<file path="config.mk">
export PLATFORM = sky130hd
export DESIGN_NAME = id_ex_stage_flat
export DESIGN_NICKNAME = d
export VERILOG_FILES = /design/src/rtl/pipe_pkg.sv /design/src/rtl/id_ex_stage_if.sv /design/src/rtl/id_ex_stage_hazard_detect.sv /design/src/rtl/id_ex_stage.sv /design/src/flat_wrapper.sv
export SDC_FILE = /design/constraint.sdc
export NUM_CORES = 1
export LEC_CHECK = 0
export ABC_AREA = 0
export CAP_MARGIN = 20
export CORE_ASPECT_RATIO = 1.4
export CORE_MARGIN = 10
export CORE_UTILIZATION = 42
export CTS_CLUSTER_SIZE = 40
export DETAILED_ROUTE_END_ITERATION = 8
export GPL_TIMING_DRIVEN = 0
export PLACE_DENSITY = 0.8
export SYNTH_ARGS = -nofsm -noshare
export SYNTH_HDL_FRONTEND = slang
export SYNTH_SLANG_ARGS = --single-unit
</file>
<file path="constraint.sdc">
create_clock -name clk_i -period 2.1 [get_ports clk_i]
set_clock_uncertainty 0.1 [all_clocks]
set_input_delay 0.42 -clock clk_i [delete_from_list [all_inputs] [get_ports clk_i]]
set_output_delay 0.42 -clock clk_i [all_outputs]
set_load 0.02 [all_outputs]
</file>
<file path="src/rtl/pipe_pkg.sv">
// Shared pipeline definitions: datapath widths, control-vector bit layout and
// the ID/EX payload struct used by the ID/EX register and its interface.
package pipe_pkg;

  localparam int unsigned XLEN   = 32;
  localparam int unsigned RA_W   = 5;
  localparam int unsigned CTRL_W = 8;

  localparam int unsigned CTRL_REGWRITE = 0;
  localparam int unsigned CTRL_MEMTOREG = 1;
  localparam int unsigned CTRL_MEMREAD  = 2;
  localparam int unsigned CTRL_MEMWRITE = 3;
  localparam int unsigned CTRL_ALUSRC   = 4;
  localparam int unsigned CTRL_ALUOP_LO = 5;
  localparam int unsigned CTRL_ALUOP_HI = 7;

  localparam logic [CTRL_W-1:0] CTRL_BUBBLE = '0;

  typedef struct packed {
    logic              valid;
    logic [RA_W-1:0]   rs1_addr;
    logic [RA_W-1:0]   rs2_addr;
    logic [RA_W-1:0]   rd_addr;
    logic [XLEN-1:0]   rs1_data;
    logic [XLEN-1:0]   rs2_data;
    logic [XLEN-1:0]   imm;
    logic [CTRL_W-1:0] ctrl;
  } id_ex_t;

  // A bubble is all-zero: invalid, no control side effects, x0 everywhere.
  localparam id_ex_t ID_EX_BUBBLE = '0;

endpackage

</file>
<file path="src/rtl/id_ex_stage_if.sv">
// ID/EX stage bus: ID-side operands and pipeline controls in, EX-side
// registered slot and the load-use stall out.
interface id_ex_stage_if;
  import pipe_pkg::*;

  logic              hold_i;
  logic              flush_i;
  logic              valid_id_i;
  logic [RA_W-1:0]   rs1_addr_id_i;
  logic [RA_W-1:0]   rs2_addr_id_i;
  logic [RA_W-1:0]   rd_addr_id_i;
  logic              rs1_used_id_i;
  logic              rs2_used_id_i;
  logic [XLEN-1:0]   rs1_data_id_i;
  logic [XLEN-1:0]   rs2_data_id_i;
  logic [XLEN-1:0]   imm_id_i;
  logic [CTRL_W-1:0] ctrl_id_i;

  logic              valid_ex_o;
  logic [RA_W-1:0]   rs1_addr_ex_o;
  logic [RA_W-1:0]   rs2_addr_ex_o;
  logic [RA_W-1:0]   rd_addr_ex_o;
  logic [XLEN-1:0]   rs1_data_ex_o;
  logic [XLEN-1:0]   rs2_data_ex_o;
  logic [XLEN-1:0]   imm_ex_o;
  logic [CTRL_W-1:0] ctrl_ex_o;
  logic              stall_o;

  modport master (
    output hold_i, flush_i, valid_id_i,
    output rs1_addr_id_i, rs2_addr_id_i, rd_addr_id_i,
    output rs1_used_id_i, rs2_used_id_i,
    output rs1_data_id_i, rs2_data_id_i, imm_id_i, ctrl_id_i,
    input  valid_ex_o, rs1_addr_ex_o, rs2_addr_ex_o, rd_addr_ex_o,
    input  rs1_data_ex_o, rs2_data_ex_o, imm_ex_o, ctrl_ex_o, stall_o
  );

  modport slave (
    input  hold_i, flush_i, valid_id_i,
    input  rs1_addr_id_i, rs2_addr_id_i, rd_addr_id_i,
    input  rs1_used_id_i, rs2_used_id_i,
    input  rs1_data_id_i, rs2_data_id_i, imm_id_i, ctrl_id_i,
    output valid_ex_o, rs1_addr_ex_o, rs2_addr_ex_o, rd_addr_ex_o,
    output rs1_data_ex_o, rs2_data_ex_o, imm_ex_o, ctrl_ex_o, stall_o
  );

endinterface

</file>
<file path="src/rtl/id_ex_stage_hazard_detect.sv">
// Combinational load-use detector: an EX-stage load whose destination is read
// by the ID instruction. Kept standalone so a branch-in-ID check can reuse it.
module hazard_detect
  import pipe_pkg::*;
(
  input  logic            valid_ex,
  input  logic            memread_ex,
  input  logic [RA_W-1:0] rd_addr_ex,
  input  logic            valid_id,
  input  logic            rs1_used_id,
  input  logic [RA_W-1:0] rs1_addr_id,
  input  logic            rs2_used_id,
  input  logic [RA_W-1:0] rs2_addr_id,
  input  logic            flush,
  output logic            load_use_c,
  output logic            stall_c
);

  logic rs1_hit;
  logic rs2_hit;

  assign rs1_hit = rs1_used_id && (rs1_addr_id == rd_addr_ex);
  assign rs2_hit = rs2_used_id && (rs2_addr_id == rd_addr_ex);

  // x0 is never a real producer, so a load into it cannot create a hazard.
  assign load_use_c = valid_ex && memread_ex && (rd_addr_ex != RA_W'(0)) &&
                      valid_id && (rs1_hit || rs2_hit);

  // A flushed ID instruction is being discarded; there is nothing to hold.
  assign stall_c = load_use_c && !flush;

endmodule

</file>
<file path="src/rtl/id_ex_stage.sv">
// ID/EX pipeline register with load-use stall/bubble insertion.
// Optional feature macro: ID_EX_STALL_CNT_EN (adds a saturating stall counter).
module id_ex_stage
  import pipe_pkg::*;
(
  input  logic         clk_i,
  input  logic         rst_i,
  id_ex_stage_if.slave bus
`ifdef ID_EX_STALL_CNT_EN
  ,
  output logic [31:0]  stall_cnt_o
`endif
);

  id_ex_t ex_q;
  id_ex_t id_d;
  logic   load_use;
  logic   stall;

  assign id_d = '{
    valid:    bus.valid_id_i,
    rs1_addr: bus.rs1_addr_id_i,
    rs2_addr: bus.rs2_addr_id_i,
    rd_addr:  bus.rd_addr_id_i,
    rs1_data: bus.rs1_data_id_i,
    rs2_data: bus.rs2_data_id_i,
    imm:      bus.imm_id_i,
    ctrl:     bus.ctrl_id_i
  };

  hazard_detect u_hazard (
    .valid_ex    (ex_q.valid),
    .memread_ex  (ex_q.ctrl[CTRL_MEMREAD]),
    .rd_addr_ex  (ex_q.rd_addr),
    .valid_id    (bus.valid_id_i),
    .rs1_used_id (bus.rs1_used_id_i),
    .rs1_addr_id (bus.rs1_addr_id_i),
    .rs2_used_id (bus.rs2_used_id_i),
    .rs2_addr_id (bus.rs2_addr_id_i),
    .flush       (bus.flush_i),
    .load_use_c  (load_use),
    .stall_c     (stall)
  );

  // Hold freezes everything; flush or load-use injects a bubble; else capture.
  always_ff @(posedge clk_i or negedge rst_i) begin
    if (!rst_i) begin
      ex_q <= ID_EX_BUBBLE;
    end else if (!bus.hold_i) begin
      if (bus.flush_i || load_use) begin
        ex_q <= ID_EX_BUBBLE;
      end else begin
        ex_q <= id_d;
      end
    end
  end

  assign bus.valid_ex_o    = ex_q.valid;
  assign bus.rs1_addr_ex_o = ex_q.rs1_addr;
  assign bus.rs2_addr_ex_o = ex_q.rs2_addr;
  assign bus.rd_addr_ex_o  = ex_q.rd_addr;
  assign bus.rs1_data_ex_o = ex_q.rs1_data;
  assign bus.rs2_data_ex_o = ex_q.rs2_data;
  assign bus.imm_ex_o      = ex_q.imm;
  assign bus.ctrl_ex_o     = ex_q.ctrl;
  assign bus.stall_o       = stall;

`ifdef ID_EX_STALL_CNT_EN
  logic [31:0] stall_cnt_q;

  // Counts bubbles actually inserted by load-use, saturating at all-ones.
  always_ff @(posedge clk_i or negedge rst_i) begin
    if (!rst_i) begin
      stall_cnt_q <= '0;
    end else if (load_use && !bus.hold_i && !bus.flush_i && (stall_cnt_q != '1)) begin
      stall_cnt_q <= stall_cnt_q + 32'(1);
    end
  end

  assign stall_cnt_o = stall_cnt_q;
`endif

endmodule

</file>
<file path="src/flat_wrapper.sv">
// flat-port wrapper written by rule: the top's interface ports become plain ports
module id_ex_stage_flat import pipe_pkg::*;
  (clk_i, rst_i, bus_hold_i, bus_flush_i, bus_valid_id_i, bus_rs1_addr_id_i, bus_rs2_addr_id_i, bus_rd_addr_id_i, bus_rs1_used_id_i, bus_rs2_used_id_i, bus_rs1_data_id_i, bus_rs2_data_id_i, bus_imm_id_i, bus_ctrl_id_i, bus_valid_ex_o, bus_rs1_addr_ex_o, bus_rs2_addr_ex_o, bus_rd_addr_ex_o, bus_rs1_data_ex_o, bus_rs2_data_ex_o, bus_imm_ex_o, bus_ctrl_ex_o, bus_stall_o);
  id_ex_stage_if bus_i ();
  input  logic clk_i;
  input  logic rst_i;
  input wire logic [$bits(bus_i.hold_i)-1:0] bus_hold_i;
  input wire logic [$bits(bus_i.flush_i)-1:0] bus_flush_i;
  input wire logic [$bits(bus_i.valid_id_i)-1:0] bus_valid_id_i;
  input wire logic [$bits(bus_i.rs1_addr_id_i)-1:0] bus_rs1_addr_id_i;
  input wire logic [$bits(bus_i.rs2_addr_id_i)-1:0] bus_rs2_addr_id_i;
  input wire logic [$bits(bus_i.rd_addr_id_i)-1:0] bus_rd_addr_id_i;
  input wire logic [$bits(bus_i.rs1_used_id_i)-1:0] bus_rs1_used_id_i;
  input wire logic [$bits(bus_i.rs2_used_id_i)-1:0] bus_rs2_used_id_i;
  input wire logic [$bits(bus_i.rs1_data_id_i)-1:0] bus_rs1_data_id_i;
  input wire logic [$bits(bus_i.rs2_data_id_i)-1:0] bus_rs2_data_id_i;
  input wire logic [$bits(bus_i.imm_id_i)-1:0] bus_imm_id_i;
  input wire logic [$bits(bus_i.ctrl_id_i)-1:0] bus_ctrl_id_i;
  output wire logic [$bits(bus_i.valid_ex_o)-1:0] bus_valid_ex_o;
  output wire logic [$bits(bus_i.rs1_addr_ex_o)-1:0] bus_rs1_addr_ex_o;
  output wire logic [$bits(bus_i.rs2_addr_ex_o)-1:0] bus_rs2_addr_ex_o;
  output wire logic [$bits(bus_i.rd_addr_ex_o)-1:0] bus_rd_addr_ex_o;
  output wire logic [$bits(bus_i.rs1_data_ex_o)-1:0] bus_rs1_data_ex_o;
  output wire logic [$bits(bus_i.rs2_data_ex_o)-1:0] bus_rs2_data_ex_o;
  output wire logic [$bits(bus_i.imm_ex_o)-1:0] bus_imm_ex_o;
  output wire logic [$bits(bus_i.ctrl_ex_o)-1:0] bus_ctrl_ex_o;
  output wire logic [$bits(bus_i.stall_o)-1:0] bus_stall_o;
  assign bus_i.hold_i = bus_hold_i;
  assign bus_i.flush_i = bus_flush_i;
  assign bus_i.valid_id_i = bus_valid_id_i;
  assign bus_i.rs1_addr_id_i = bus_rs1_addr_id_i;
  assign bus_i.rs2_addr_id_i = bus_rs2_addr_id_i;
  assign bus_i.rd_addr_id_i = bus_rd_addr_id_i;
  assign bus_i.rs1_used_id_i = bus_rs1_used_id_i;
  assign bus_i.rs2_used_id_i = bus_rs2_used_id_i;
  assign bus_i.rs1_data_id_i = bus_rs1_data_id_i;
  assign bus_i.rs2_data_id_i = bus_rs2_data_id_i;
  assign bus_i.imm_id_i = bus_imm_id_i;
  assign bus_i.ctrl_id_i = bus_ctrl_id_i;
  assign bus_valid_ex_o = bus_i.valid_ex_o;
  assign bus_rs1_addr_ex_o = bus_i.rs1_addr_ex_o;
  assign bus_rs2_addr_ex_o = bus_i.rs2_addr_ex_o;
  assign bus_rd_addr_ex_o = bus_i.rd_addr_ex_o;
  assign bus_rs1_data_ex_o = bus_i.rs1_data_ex_o;
  assign bus_rs2_data_ex_o = bus_i.rs2_data_ex_o;
  assign bus_imm_ex_o = bus_i.imm_ex_o;
  assign bus_ctrl_ex_o = bus_i.ctrl_ex_o;
  assign bus_stall_o = bus_i.stall_o;
  id_ex_stage u_core (.clk_i(clk_i), .rst_i(rst_i), .bus(bus_i));
endmodule
</file>
==> key figures <==
Clock network
  • Number of levels the H-tree was split into: 4
  • Number of clock buffers inserted by TritonCTS: 17
  • Clock tree buffer depth: 2
  • CTS tree: built
  • Root Driver: sky130_fd_sc_hd__clkbuf_16
  • Worst-skew pair later-pin latency: between 0.4 and 0.5 ns
  • Clock-pin slew of the registers on the worst-case setup and hold paths: approximately 0.050 ns
  • Clk sink count: 120

Min path
  • Startpoint of the most critical hold path: bus_rs1_addr_id_i[4]
  • Worst Hold Class: in2reg
  • WHS Endpoint: u_core.bus.rs1_addr_ex_o[4]
  • Worst hold stages: 3

Floorplanning
  • Top-level I/O count: roughly 250
  • Effective utilization at floorplan: 43.2%
  • Height of the die: ~160 um
  • Horiz. Die Dim: between 100 and 150 um
  • Total die area: 18,400 um2
  • Area of the core region: 12,900 um2
  • Row count: 49

Placed design
  • Detailed Place HPWL: around 16 mm
  • Number of buffers inserted by port buffering: between 200 and 250
  • Final RePlAce weighted congestion: a little under 0.9

Worst setup path
  • Crit-path most repeated cell: sky130_fd_sc_hd__buf_6
  • Cell breakdown of the critical path: or4_4 -> o2111ai_4 -> buf_6 -> nor3b_4 -> buf_6
  • Required time of the critical path: approximately 1.6 ns
  • Highest net fanout along the worst path: 5
  • Cell type of the slowest stage on the worst timing path: sky130_fd_sc_hd__or4_4
  • Slowest Stage Delay on Critical Path: between 0.5 and 0.6 ns
  • Worst path arrival time: between 1.5 and 2 ns
  • Minimum setup slack among reg-to-reg paths: -0.08 ns
  • Reg-to-reg critical path endpoint: u_core.bus.rs2_data_ex_o[30]
  • Launching element type of the critical path: flip-flop
  • Worst Reg2Reg Path Length in Cells: 7
  • Type of the worst setup path: reg2out
  • Kind of end point of the critical path: output port
  • Total buffers and inverters traversed by the critical path: 2
  • Startpoint of the most critical register-to-register path: u_core.bus.rd_addr_ex_o[4]
  • Family of cells with the greatest summed delay on the critical path: simple AND/OR/NAND/NOR gates

Logic synthesis
  • Cell with the most instances after synthesis: sky130_fd_sc_hd__nand2_1
  • Avg Synthesized Cell Area: approximately 10 um2
  • Top cells by instance count after synthesis: sky130_fd_sc_hd__nand2_1 (122), sky130_fd_sc_hd__a32oi_1 (120), sky130_fd_sc_hd__dfrtp_1 (120), sky130_fd_sc_hd__o21ai_1 (120), sky130_fd_sc_hd__clkbuf_1 (46)
  • Cell type with the highest aggregate area in the netlist: sky130_fd_sc_hd__dfrtp_1
  • Synthesized cell area: 5590 um2
  • Top-area cell type share of the netlist area: a little over half
  • Cells after Synth: around 570
  • Synth unique cells: 16
  • Dominant register cell in the synthesized netlist: sky130_fd_sc_hd__dfrtp_1
  • Register bit total from synthesis: 120
  • YS warnings: 0
  • Synth top area cells: sky130_fd_sc_hd__dfrtp_1 (54%), sky130_fd_sc_hd__a32oi_1 (19%), sky130_fd_sc_hd__o21ai_1 (11%), sky130_fd_sc_hd__nand2_1 (8.2%), sky130_fd_sc_hd__clkbuf_1 (3.1%)
  • Fraction of registers with async set or reset after synthesis: 100%
  • Number of synthesized flops with an enable pin: 0
  • Sequential area share after synthesis: 53.7%
  • Net Count, Synth: a little under 700

STA
  • Final number of max-transition violations: 0
  • Smallest setup slack after layout: -0.377 ns
  • Setup total negative slack: -1.48 ns
  • RSZ-0062 raised after global routing: true
  • # setup viols final: 67
  • Tmin final: between 2 and 2.5 ns
  • Achievable clock frequency: 0.404 GHz
  • Final number of hold-violating endpoints: 0
  • Worst-margin pin slew: ~0.70 ns
  • Worst slew margin: between 50% and 60%
  • Final clock period utilization by the worst path: 118%

Status
  • Violated checks: negative setup slack
  • Run status: complete, but fails checks

Layout
  • Proportion of layout cells with a drive suffix above 1: 9.55%
  • Final Core Density: 70.0%
  • Post-layout nets: about 960
  • Layout area overhead: 62.0%
  • Fill count: between 900 and 1,000
  • Final antenna diode count: 0

Power
  • PD cells: between 800 and 900 nW/um2
  • Worst VDD drop: 0.571 mV
  • Leak pwr: 3.57 nW

Route
  • DRC marker count from the first detailed-route iteration: 490
  • Vias per cell: just under 6
  • Wirelength per Cell: approximately 22 um
  • Final wirelength: approximately 22 mm
  • Vias after detailed routing: about 6,000
  • Pre-antenna DRT Iters: 5
  • Antenna-violating nets left: 0
  • Number of design rule violations left after detail routing: 0

Global routing
  • Initial antenna violation count: 0
  • Maximum number of pins on one net before global-route repair: 89
  • Wire length of the first global-routing pass: 34.8 mm
  • Number of global-route vias before repair: around 6,300
  • Total congestion overflow: 0
  • Gr usage total: ~23%

Flow run
  • # Max-Cap Violations: 0
==> flip-flops by register name, summed over array words and instances, names as in the netlist <==
signal / count
u_core.bus.valid_ex_o: 1
u_core.bus.rd_addr_ex_o: 5
u_core.bus.ctrl_ex_o: 8
u_core.bus.rs2_addr_ex_o: 5
u_core.bus.imm_ex_o: 32
u_core.bus.rs2_data_ex_o: 32
u_core.bus.rs1_addr_ex_o: 5
u_core.bus.rs1_data_ex_o: 32
==> final cells by class <==
cell class                 count  area (um2)  area share, %
buffer                        66         393           4.34
clock buffer                  22         474           5.24
clock inverter                 9         123           1.35
multi-input combinational    379        2290           25.3
sequential                   120        3010           33.2
tap                          178         223           2.46
timing repair buffer         252        2540           28.1
==> cells in the final DEF (no fill, tap or decap), types with 5 or more instances in the layout <==
cell type / netlist / layout
sky130_fd_sc_hd__clkdlybuf4s50_1: 0 / 237
sky130_fd_sc_hd__nand2_1: 122 / 122
sky130_fd_sc_hd__a32oi_1: 120 / 120
sky130_fd_sc_hd__o21ai_1: 120 / 120
sky130_fd_sc_hd__dfrtp_1: 120 / 116
sky130_fd_sc_hd__clkbuf_1: 46 / 31
sky130_fd_sc_hd__clkbuf_16: 0 / 17
sky130_fd_sc_hd__clkbuf_2: 0 / 16
sky130_fd_sc_hd__buf_6: 10 / 10
sky130_fd_sc_hd__xnor2_1: 10 / 9
sky130_fd_sc_hd__buf_4: 1 / 7
sky130_fd_sc_hd__clkinv_2: 0 / 5
sky130_fd_sc_hd__dlymetal6s2s_1: 0 / 5
==> tightest hold or removal path: cells and delay by family <==
kind / cells / cell delay [ns]
AO/OA/AOI/OAI: 1 / 0.05
AND/OR/NAND/NOR: 1 / 0.07
buffers and inverters: 1 / 0.15
==> metal layers <==
layer | share of wire, % | wire length (um) | track usage, % | vias up
met4 | 4.6 | 1010 | 12.4 | 0
met5 | 0 | 0 | 0 | -
met2 | 50 | 11000 | 39.2 | 329
met3 | 8.3 | 1840 | 8.25 | 63
met1 | 37 | 8230 | 25.2 | 2930
li1 | - | - | - | 2707
==> power breakdown <==
group / leakage [nW] / switching [W] / total, W / internal (W)
combinational: 1.80 / 0.00105 / 0.00204 / 0.000981
clock: 0.296 / 0.00103 / 0.00297 / 0.00194
sequential: 1.48 / 0.000201 / 0.00281 / 0.00261
==> through the flow <==
step	hold slack, ns	power [W]	worst slack, ns	instances	cell area, um2
6_report	0.225	0.00782	-0.377	1026	9050
5_1_grt	0.239	0.00812	-0.424	1026	9050
4_1_cts	0.378	0.00783	-0.389	1026	9010
3_5_place_dp	0.231	0.00484	-1.25	990	8320
3_3_place_gp	0.380	0.00477	-4.10	989	8290
2_1_floorplan	0.0244	0.00368	0.0439	565	5600
==> kinds of logic after synthesis <==
| kind of cell | share of synthesized area (%) |
|---|---|
| AO/OA/AOI/OAI | 29.9 |
| XOR/XNOR | 1.57 |
| buffers and inverters | 6.00 |
| flip-flops | 53.7 |
| AND/OR/NAND/NOR | 8.76 |
==> worst max path at each step <==
stage                         endpoint                        from  slack (ns)  depth (start not counted)
3_3_place_gp   u_core.bus.imm_ex_o[16]                       rst_i       -4.10                          1
6_report                   bus_stall_o  u_core.bus.rd_addr_ex_o[4]       -0.38                          5
3_5_place_dp               bus_stall_o        bus_rs2_addr_id_i[4]       -1.25                          7
5_1_grt                    bus_stall_o  u_core.bus.rd_addr_ex_o[4]       -0.42                          6
4_1_cts                    bus_stall_o  u_core.bus.rd_addr_ex_o[4]       -0.39                          5
2_1_floorplan              bus_stall_o  u_core.bus.rd_addr_ex_o[3]        0.04                          4
==> timing repair <==
action / CTS / global route
gates resized for setup: 27 / 29
pin swaps: 4 / 4
setup endpoints to repair: 123 / 122
hold buffers: 1 / 0
hold endpoints to repair: 32 / 0
buffers inserted: 4 / 0
(Power assumes the default switching activity.)
